`src/rtl/cpu_mem_pkg.sv`:
```
// Shared definitions for the CPU memory-bus responder.
//   state_t : responder FSM states
//   LEN_W   : width of the burst-length field (extra read beats)
//   ADDR_W / DATA_W : default bus widths used by the interface and the top
package cpu_mem_pkg;

    localparam int LEN_W  = 4;
    localparam int ADDR_W = 8;
    localparam int DATA_W = 8;

    typedef enum logic [1:0] {
        IDLE,
        WAIT,
        ACCESS,
        RESP
    } state_t;

endpackage

```
`src/rtl/memory_bus_responder_if.sv`:
```
// Request/response bus between the CPU-side initiator and the memory responder.
//   req_valid/req_ready : request handshake; req_write, req_addr, req_wdata, req_len
//   rsp_valid/rsp_ready : response-beat handshake; rsp_rdata, rsp_err
// Modports: master = initiator (CPU side), slave = responder.
interface memory_bus_responder_if #(
    parameter int ADDR_W = cpu_mem_pkg::ADDR_W,
    parameter int DATA_W = cpu_mem_pkg::DATA_W
);
    import cpu_mem_pkg::*;

    logic              req_valid;
    logic              req_ready;
    logic              req_write;
    logic [ADDR_W-1:0] req_addr;
    logic [DATA_W-1:0] req_wdata;
    logic [LEN_W-1:0]  req_len;
    logic              rsp_valid;
    logic              rsp_ready;
    logic [DATA_W-1:0] rsp_rdata;
    logic              rsp_err;

    modport master (
        output req_valid, req_write, req_addr, req_wdata, req_len, rsp_ready,
        input  req_ready, rsp_valid, rsp_rdata, rsp_err
    );

    modport slave (
        input  req_valid, req_write, req_addr, req_wdata, req_len, rsp_ready,
        output req_ready, rsp_valid, rsp_rdata, rsp_err
    );

endinterface

```
`src/rtl/ram_sync_array.sv`:
```
// Single-port synchronous RAM: one write port, registered read.
//   clk   : clock
//   we    : write enable (mem[addr] <= wdata)
//   re    : read enable (rdata <= mem[addr] on the same edge)
//   addr  : word address
//   wdata : write data
//   rdata : registered read data, holds its value while re is low
module ram_sync_array #(
    parameter int DEPTH  = 256,
    parameter int ADDR_W = 8,
    parameter int DATA_W = 8
) (
    input  logic              clk,
    input  logic              we,
    input  logic              re,
    input  logic [ADDR_W-1:0] addr,
    input  logic [DATA_W-1:0] wdata,
    output logic [DATA_W-1:0] rdata
);

    logic [DATA_W-1:0] mem [DEPTH];

    // NOTE: storage and read register have no reset so they map onto RAM macros;
    // contents survive a reset of the surrounding logic.
    always_ff @(posedge clk) begin
        if (we) mem[addr] <= wdata;
        if (re) rdata <= mem[addr];
    end

endmodule

```
`src/rtl/memory_bus_responder.sv`:
```
// Target-side memory responder for the CPU bus.
// Accepts single reads/writes and incrementing read bursts, inserts WAIT_STATES
// idle cycles before every RAM access and returns one response beat per access.
//   clk   : clock, rising edge
//   reset : asynchronous, active-low
//   bus   : request/response bus (slave side)
//   busy  : high whenever the FSM is not in IDLE
module memory_bus_responder
    import cpu_mem_pkg::*;
#(
    parameter int ADDR_W      = cpu_mem_pkg::ADDR_W,
    parameter int DATA_W      = cpu_mem_pkg::DATA_W,
    parameter int MEM_DEPTH   = 256,
    parameter int WAIT_STATES = 1
) (
    input  logic                    clk,
    input  logic                    reset,
    memory_bus_responder_if.slave   bus,
    output logic                    busy
);

    localparam int         IDX_W     = (MEM_DEPTH > 1) ? $clog2(MEM_DEPTH) : 1;
    localparam logic [7:0] WAIT_LAST = 8'((WAIT_STATES == 0) ? 0 : WAIT_STATES - 1);
    // State entered after accept or after a burst beat handshake.
    localparam state_t     PRE_STATE = (WAIT_STATES == 0) ? ACCESS : WAIT;

    state_t            state;
    logic [ADDR_W-1:0] addr_q;
    logic [DATA_W-1:0] wdata_q;
    logic              write_q;
    logic [LEN_W-1:0]  beats_left;
    logic [7:0]        wait_cnt;
    logic              req_ready_q;
    logic              rsp_valid_q;
    logic              err_q;
    logic              busy_q;

    logic              in_range;
    logic              ram_we;
    logic              ram_re;
    logic [DATA_W-1:0] ram_rdata;

    assign in_range = 32'(addr_q) < MEM_DEPTH;
    // Out-of-range beats never touch the RAM.
    assign ram_we   = (state == ACCESS) &&  write_q && in_range;
    assign ram_re   = (state == ACCESS) && !write_q && in_range;

    ram_sync_array #(
        .DEPTH  (MEM_DEPTH),
        .ADDR_W (IDX_W),
        .DATA_W (DATA_W)
    ) u_ram (
        .clk   (clk),
        .we    (ram_we),
        .re    (ram_re),
        .addr  (addr_q[IDX_W-1:0]),
        .wdata (wdata_q),
        .rdata (ram_rdata)
    );

    // NOTE: sequential state uses non-blocking assignments only, so every
    // register samples the pre-edge values regardless of statement order.
    always_ff @(posedge clk or negedge reset) begin
        if (!reset) begin
            state       <= IDLE;
            addr_q      <= '0;
            wdata_q     <= '0;
            write_q     <= 1'b0;
            beats_left  <= '0;
            wait_cnt    <= '0;
            req_ready_q <= 1'b1;
            rsp_valid_q <= 1'b0;
            err_q       <= 1'b0;
            busy_q      <= 1'b0;
        end else begin
            case (state)
                IDLE: begin
                    if (bus.req_valid) begin
                        addr_q      <= bus.req_addr;
                        wdata_q     <= bus.req_wdata;
                        write_q     <= bus.req_write;
                        beats_left  <= bus.req_write ? '0 : bus.req_len;
                        wait_cnt    <= '0;
                        req_ready_q <= 1'b0;
                        busy_q      <= 1'b1;
                        state       <= PRE_STATE;
                    end
                end
                WAIT: begin
                    if (wait_cnt == WAIT_LAST) begin
                        wait_cnt <= '0;
                        state    <= ACCESS;
                    end else begin
                        wait_cnt <= wait_cnt + 8'd1;
                    end
                end
                ACCESS: begin
                    err_q       <= !in_range;
                    rsp_valid_q <= 1'b1;
                    state       <= RESP;
                end
                RESP: begin
                    if (bus.rsp_ready) begin
                        rsp_valid_q <= 1'b0;
                        err_q       <= 1'b0;
                        // An error beat ends the burst; remaining beats are dropped.
                        if (beats_left != '0 && !err_q) begin
                            addr_q     <= addr_q + ADDR_W'(1);
                            beats_left <= beats_left - LEN_W'(1);
                            state      <= PRE_STATE;
                        end else begin
                            req_ready_q <= 1'b1;
                            busy_q      <= 1'b0;
                            state       <= IDLE;
                        end
                    end
                end
                default: state <= IDLE;
            endcase
        end
    end

    assign bus.req_ready = req_ready_q;
    assign bus.rsp_valid = rsp_valid_q;
    assign bus.rsp_err   = err_q;
    // The RAM read register only loads in ACCESS, so it is stable throughout RESP.
    assign bus.rsp_rdata = (!rsp_valid_q || err_q) ? '0 : (write_q ? wdata_q : ram_rdata);
    assign busy          = busy_q;

endmodule

```
`src/flat_wrapper.sv`:
```
// flat-port wrapper written by rule: the top's interface ports become plain ports
module memory_bus_responder_flat import cpu_mem_pkg::*;
#(
    parameter int ADDR_W      = cpu_mem_pkg::ADDR_W,
    parameter int DATA_W      = cpu_mem_pkg::DATA_W,
    parameter int MEM_DEPTH   = 256,
    parameter int WAIT_STATES = 1
)
  (clk, reset, busy, bus_req_valid, bus_req_write, bus_req_addr, bus_req_wdata, bus_req_len, bus_rsp_ready, bus_req_ready, bus_rsp_valid, bus_rsp_rdata, bus_rsp_err);
  memory_bus_responder_if #(.ADDR_W(ADDR_W), .DATA_W(DATA_W)) bus_i ();
  input  logic clk;
  input  logic reset;
  output logic busy;
  input wire logic [$bits(bus_i.req_valid)-1:0] bus_req_valid;
  input wire logic [$bits(bus_i.req_write)-1:0] bus_req_write;
  input wire logic [$bits(bus_i.req_addr)-1:0] bus_req_addr;
  input wire logic [$bits(bus_i.req_wdata)-1:0] bus_req_wdata;
  input wire logic [$bits(bus_i.req_len)-1:0] bus_req_len;
  input wire logic [$bits(bus_i.rsp_ready)-1:0] bus_rsp_ready;
  output wire logic [$bits(bus_i.req_ready)-1:0] bus_req_ready;
  output wire logic [$bits(bus_i.rsp_valid)-1:0] bus_rsp_valid;
  output wire logic [$bits(bus_i.rsp_rdata)-1:0] bus_rsp_rdata;
  output wire logic [$bits(bus_i.rsp_err)-1:0] bus_rsp_err;
  assign bus_i.req_valid = bus_req_valid;
  assign bus_i.req_write = bus_req_write;
  assign bus_i.req_addr = bus_req_addr;
  assign bus_i.req_wdata = bus_req_wdata;
  assign bus_i.req_len = bus_req_len;
  assign bus_i.rsp_ready = bus_rsp_ready;
  assign bus_req_ready = bus_i.req_ready;
  assign bus_rsp_valid = bus_i.rsp_valid;
  assign bus_rsp_rdata = bus_i.rsp_rdata;
  assign bus_rsp_err = bus_i.rsp_err;
  memory_bus_responder #(.ADDR_W(ADDR_W), .DATA_W(DATA_W), .MEM_DEPTH(MEM_DEPTH), .WAIT_STATES(WAIT_STATES)) u_core (.clk(clk), .reset(reset), .bus(bus_i), .busy(busy));
endmodule
```
`config.mk`:
```
export PLATFORM = sky130hd
export DESIGN_NAME = memory_bus_responder_flat
export DESIGN_NICKNAME = d
export VERILOG_FILES = /design/src/rtl/cpu_mem_pkg.sv /design/src/rtl/memory_bus_responder_if.sv /design/src/rtl/ram_sync_array.sv /design/src/rtl/memory_bus_responder.sv /design/src/flat_wrapper.sv
export SDC_FILE = /design/constraint.sdc
export NUM_CORES = 2
export LEC_CHECK = 0
export CORE_AREA = 10 10 412 414
export DETAILED_ROUTE_END_ITERATION = 8
export DIE_AREA = 0 0 422 424
export MAX_ROUTING_LAYER = met4
export PLACE_DENSITY = 0.65
export SLEW_MARGIN = 20
export SYNTH_ARGS = -nofsm -noshare
export SYNTH_HDL_FRONTEND = slang
export SYNTH_SLANG_ARGS = --single-unit
```
`constraint.sdc`:
```
create_clock -name clk -period 8.1 [get_ports clk]
set_clock_uncertainty 0.1 [all_clocks]
set_input_delay 1.62 -clock clk [delete_from_list [all_inputs] [get_ports clk]]
set_output_delay 1.62 -clock clk [all_outputs]
set_load 0.03 [all_outputs]
```
======== Yosys cells after proc, flatten, opt, wreduce, memory -nomap -nowiden ========
Memories as Yosys holds them, arrays and structs flattened. A register that Yosys moved wholly into a read port is not among the register bits.
Index checks and enable logic that the tools add are counted.
storage, ports and cells
  register bits ........................... 35
  input bits .............................. 25
  memories kept ........................... 1
  RAM bits ................................ 2,048
  word-level logic and storage cells ...... 73
  bits in latches ......................... 0
  output and inout port bits .............. 12
  ROM bits ................................ 0
cells by class
  equality and inequality tests ........... 8
  multipliers ............................. 0
  multiplexer cells ....................... 32
  div/mod/pow operators ................... 0
  bitwise logic cells ..................... 0
  shift-type cells ........................ 0
  order comparisons ....................... 0
  reduce and logical (&&, ||, !) cells .... 19
  add/sub/neg operators ................... 3
memories
  memory            depth  bits a word  read ports  clocked after memory_dff  wr ports  RTL line              source
  u_core.u_ram.mem  256    8            1           1                         1         ram_sync_array.sv:21  logic [DATA_W-1:0] mem [DEPTH];
operators by type and width
  kind                 number
  $mux 8               7
  $pmux 8 s2           2
  $add 8x1->8 const B  2
  $mux 4               4
  $mux 1               10
  $logic_not 8->1      1
  $pmux 1 s2           4
  $pmux 2 s4           1
  $pmux 4 s2           1
  $reduce_and 4->1     2
  $mux 2               3
  $ne 2x2->1 const B   3
  $reduce_and 2->1     3
  $reduce_bool 2->1    3
  $eq 2x2->1 const B   2
  $ne 2x1->1 const B   2
  $reduce_bool 4->1    1
  $sub 4x1->4 const B  1
  $logic_and 1x1->1    3
  $logic_not 1->1      3
  $reduce_and 3->1     1
  $eq 2x1->1 const B   1
  $logic_not 2->1      1
  $logic_or 1x1->1     1

======== Depth between registers and ports, before layout ========
  depth after elaboration ................. 5
  depth in mapped cells ................... 10
  gate-level depth less buffers ........... 7

======== Cells and area by module ========
From an unflattened synthesis, not the netlist that was laid out.
second synthesis, totals
  cell total of the unflattened synthesis .. 3,754
  area, all modules ....................... 80,586.0 um^2
by module, submodules not included
  module                times used  cells each  seq. area each (um^2)  area each (um^2)
  ram_sync_array        1           3,547       61,739.2               78,572.9
  memory_bus_responder  1           207         852.1                  2,013.2

======== Worst setup path after synthesis ========
OpenSTA, ideal clock, no wires.
  path kind ............................... register to output
  from .................................... register u_core.wdata_q[0]
  to ...................................... output port bus_rsp_rdata[0]
  setup slack ............................. 2,360 ps
  buffers on the path ..................... 0
  cell stages (with the launch flop) ...... 3
  data arrival time ....................... 4,020 ps
  required time ........................... 6,380 ps
  cell sequence ........................... dfrtp_1 -> mux2i_1 -> nor2b_1
between the ends
  longest elaborated chain between the ends .. 2
ends and longest elaborated chain
  element                 RTL line                     source
  from (decl)             memory_bus_responder.sv:29   logic [DATA_W-1:0] wdata_q;
  from (signal assigned)  memory_bus_responder.sv:80   wdata_q <= bus.req_wdata;
  $mux 8 (2 in series)    memory_bus_responder.sv:127  assign bus.rsp_rdata = (!rsp_valid_q || err_q) ? '0 : (write_q ? wdata_q : ram_rdata);
  to (decl)               flat_wrapper.sv:22           output wire logic [$bits(bus_i.rsp_rdata)-1:0] bus_rsp_rdata;
Every way passes these cells.

======== Worst setup path in the final report ========
  from .................................... register u_core.wdata_q[6]
  to ...................................... output port bus_rsp_rdata[6]
Same word-level chain as after synthesis.

==> impl_metrics.csv <==
group,metric,value,unit
outcome,status,"finished clean",
clock_tree,clkLatencyLatePin,0.83,ns
floorplan,fp.coreArea,162000,um^2
yosys,async_flop_share,1.63,%
hold_path,min-delay-start,"u_core.bus.req_ready$_DFFE_PN1P_",
detailed_routing,routed.top_layer,"met4",
detailed_routing,wl_met2,93200,um
timing,slew_headroom,25.7,%
final_layout,final_cells,6159,
yosys,syn_inst,3730,
detailed_routing,ant_nets,0,
clock_tree,clockBufferDepth,3,
placement,io_buffers,35,
power,intPower,22.0,mW
worst_setup_path,crit_arrival,3.22,ns
hold_path,holdPathEnd,"u_core.bus.req_ready$_DFFE_PN1P_",
power,p_sw,10.2,mW
timing,fin_tns_setup,0,ns
power,switching_share,31.6,%
placement,placedCellCount,5779,
yosys,ys.flop_type,"edfxtp_1",
yosys,ys_top_cells_by_count,"edfxtp_1 (2056), mux4_2 (512), nor2_1 (274)",
power,leakage,27.1,nW
timing,setup_viol,0,
yosys,seq_area_frac_synth,77.9,%
timing,drv_slew,0,
worst_setup_path,start_kind,"register",
yosys,netlist_area,80300,um^2
timing,fin_crit,4.94,ns
floorplan,fp.dieH,424,um
worst_setup_path,critical_path_class,"reg2out",
final_layout,multi_input_area,16800,um^2
timing,rsz0062_at_grt,"no",
worst_setup_path,rrSetupSlack,3.28,ns
detailed_routing,drt_wl_total,193000,um
yosys,synth_edf_count,2056,
yosys,yosys.area.top_type,"edfxtp_1",
detailed_routing,routed_via_density,6.27,
worst_setup_path,worstReg2RegEnd,"u_core.u_ram.rdata[3]$_DFFE_PP_",
global_route,grtUsageTotal,22.0,%
detailed_routing,route.detailed.drc,0,
power,peakVddDrop,0.309,mV
worst_setup_path,critPathSlowestCell,"dfrtp_4",
final_layout,syn_to_final_growth,11.7,%
global_route,grt_pass1_vias,38800,
placement,dpl.hpwl,109000,um
final_layout,final-seq-area,62600,um^2
clock_tree,cts.htree.levels,4,
clock_tree,tritoncts,"done",
worst_setup_path,setup.worst_path.end_class,"output port",
final_layout,design_area,89800,um^2
power,seqPwrFrac,44.0,%
placement,place_area,83300,um^2
clock_tree,post_cts_resized,0,
yosys,synth_most_common_cell,"edfxtp_1",
worst_setup_path,timing.rr.start,"u_core.addr_q[0]$_DFFE_PN0P_",
power,power_density,358,nW/um^2
yosys,netlist_top_cells_area,"edfxtp_1 (77%), mux4_2 (14%), a22oi_1 (2.4%)",
placement,finalWeightedCongestion,0.787,
hold_path,hold_depth,2,
detailed_routing,dr_wl_met3,16800,um
power,combPwrFrac,27.3,%
global_route,grt_start_max_net_pins,239,
yosys,synth.avg_cell_area,21.5,um^2
detailed_routing,met1_length,77000,um
worst_setup_path,crit_required,6.38,ns
clock_tree,hold_buffers,0,
detailed_routing,routed-via-count,38600,
worst_setup_path,worstPathCellList,"mux2i_1 -> nor2b_1 -> clkdlybuf4s50_1",
worst_setup_path,reg2reg_depth,8,
floorplan,die_w,422,um
yosys,synth_top_cell_area_share,76.9,%
hold_path,worstHoldPathType,"reg2reg",
floorplan,start_util,49.7,%
flow_run,maxCapViolations,0,
global_route,grt_pass1_wl,281000,um
clock_tree,post_cts_buffers,0,
worst_setup_path,cpPeakStageDelay,0.93,ns
yosys,synth-seq-cells,2090,
clock_tree,clock_sinks,2090,
detailed_routing,routedWlPerCell,31.3,um
final_layout,layout.nets,3848,
final_layout,drive_above_1_share,23.4,%
final_layout,fill_cells,11900,
yosys,syn-num-nets,3767,
detailed_routing,drt_iter0_markers,4918,
floorplan,io_pins,37,
detailed_routing,firstDrtPassIters,5,
worst_setup_path,worstPathMaxFanout,67,
timing,max_slew.worst_pin.slew,1.11,ns
global_route,antenna_found_initial,2,
power,pwr-share-clk,28.7,%
global_route,overflow,0,
clock_tree,cts.reportedPaths.clkPinSlew,0.06,ns
timing,fin_crit_sh,61.0,%
clock_tree,cts_made_buffers,204,
yosys,ys_warn_count,0,
timing,finalHoldViolations,0,
floorplan,rows,148,
timing,fmax,202,MHz
yosys,synth_cell_type_count,43,
floorplan,dieArea,179000,um^2
clock_tree,cts_root_buf,"clkbuf_16",
## area by class of cell
cell class / count / area share (%)
Sequential cell: 2090 / 69.8
Multi-Input combinational cell: 1388 / 18.7
Clock buffer: 247 / 5.96
Tap cell: 2175 / 3.03
Clock inverter: 131 / 1.25
Timing Repair Buffer: 111 / 1.22
Inverter: 16 / 0.0669
Antenna cell: 1 / 0.00279
## metal layers
metal / vias to the layer above / global-route usage, %
li1: 15900 / -
met1: 20500 / 30.1
met2: 1838 / 33.8
met3: 317 / 4.46
met4: 0 / 6.75
met5: - / -
## cells by family (layout without fill, tap and decap cells)
logic type                 Yosys count  in the layout  share of synthesized area [%]
AOI/OAI and AO/OA                  465            465                           3.94
xor gates and xnor gates             3              3                         0.0327
adders and majority gates           12             12                          0.187
buffers and inverters              252            505                           1.38
DFF                               2090           2090                           77.9
muxes                              532            532                           14.6
other                                1              2                        0.00467
and+or+nand+nor                    375            375                           1.93
## power groups by stage
stage                     Sequential [mW]  Clock, mW  Combinational [mW]
after CTS                            14.2       9.34                8.86
after global placement               14.4          0                8.72
after global routing                 14.2       9.77                9.32
final                                14.2       9.23                8.79
after detailed placement             14.4          0                8.85
after floorplan                      15.0          0                5.07
## sequential cells by signal (all words and copies together), names as in the netlist
name	cells
u_core.state	2
u_core.u_ram.rdata	8
u_core.wait_cnt	8
u_core.bus.rsp_valid	1
u_core.bus.req_ready	1
u_core.addr_q	8
u_core.u_ram.mem	2048
u_core.busy	1
u_core.write_q	1
u_core.beats_left	4
u_core.wdata_q	8
## how the worst max path moves through the flow
stage	from	to	slack [ns]	cells after the start
2_1_floorplan	u_core.wdata_q[0]$_DFFE_PN0P_	bus_rsp_rdata[0]	2.36	2
3_3_place_gp	u_core.addr_q[0]$_DFFE_PN0P_	u_core.u_ram.rdata[5]$_DFFE_PP_	3.15	7
3_5_place_dp	u_core.addr_q[0]$_DFFE_PN0P_	u_core.u_ram.rdata[5]$_DFFE_PP_	3.18	7
4_1_cts	u_core.wdata_q[1]$_DFFE_PN0P_	bus_rsp_rdata[1]	2.99	3
5_1_grt	u_core.addr_q[0]$_DFFE_PN0P_	u_core.u_ram.rdata[3]$_DFFE_PP_	3.02	8
6_report	u_core.wdata_q[6]$_DFFE_PN0P_	bus_rsp_rdata[6]	3.16	3
## cell usage in the layout, fill, tap and decap left out, types with 21 or more instances in the layout
master | Yosys | routed
a21oi_1 | 141 | 141
a22oi_1 | 256 | 256
buf_4 | 9 | 61
clkbuf_1 | 149 | 39
clkbuf_16 | 0 | 208
clkdlybuf4s50_1 | 0 | 34
clkinv_1 | 0 | 53
clkinv_2 | 0 | 43
dfrtp_1 | 33 | 23
edfxtp_1 | 2056 | 2056
mux4_2 | 512 | 512
nand2_1 | 42 | 27
nor2_1 | 274 | 273
o41ai_1 | 32 | 21
## stage by stage
stage	hold slack [ns]	power [mW]	worst slack, ns	util, %
floorplan	0.359	20.1	2.36	-
global placement	0.357	23.1	3.15	51.5
detailed placement	0.367	23.2	3.18	51.5
CTS	0.385	32.4	2.99	55.5
global route	0.408	33.3	3.02	55.5
finish	0.377	32.2	3.16	55.5
## worst max-delay path, delay by kind of cell (launching register included)
kind	cells	cell delay, ns
buffers and inverters	1	0.70
muxes	1	0.51
and+or+nand+nor	1	0.23
DFF	1	0.93
(Power assumes the default switching activity.)
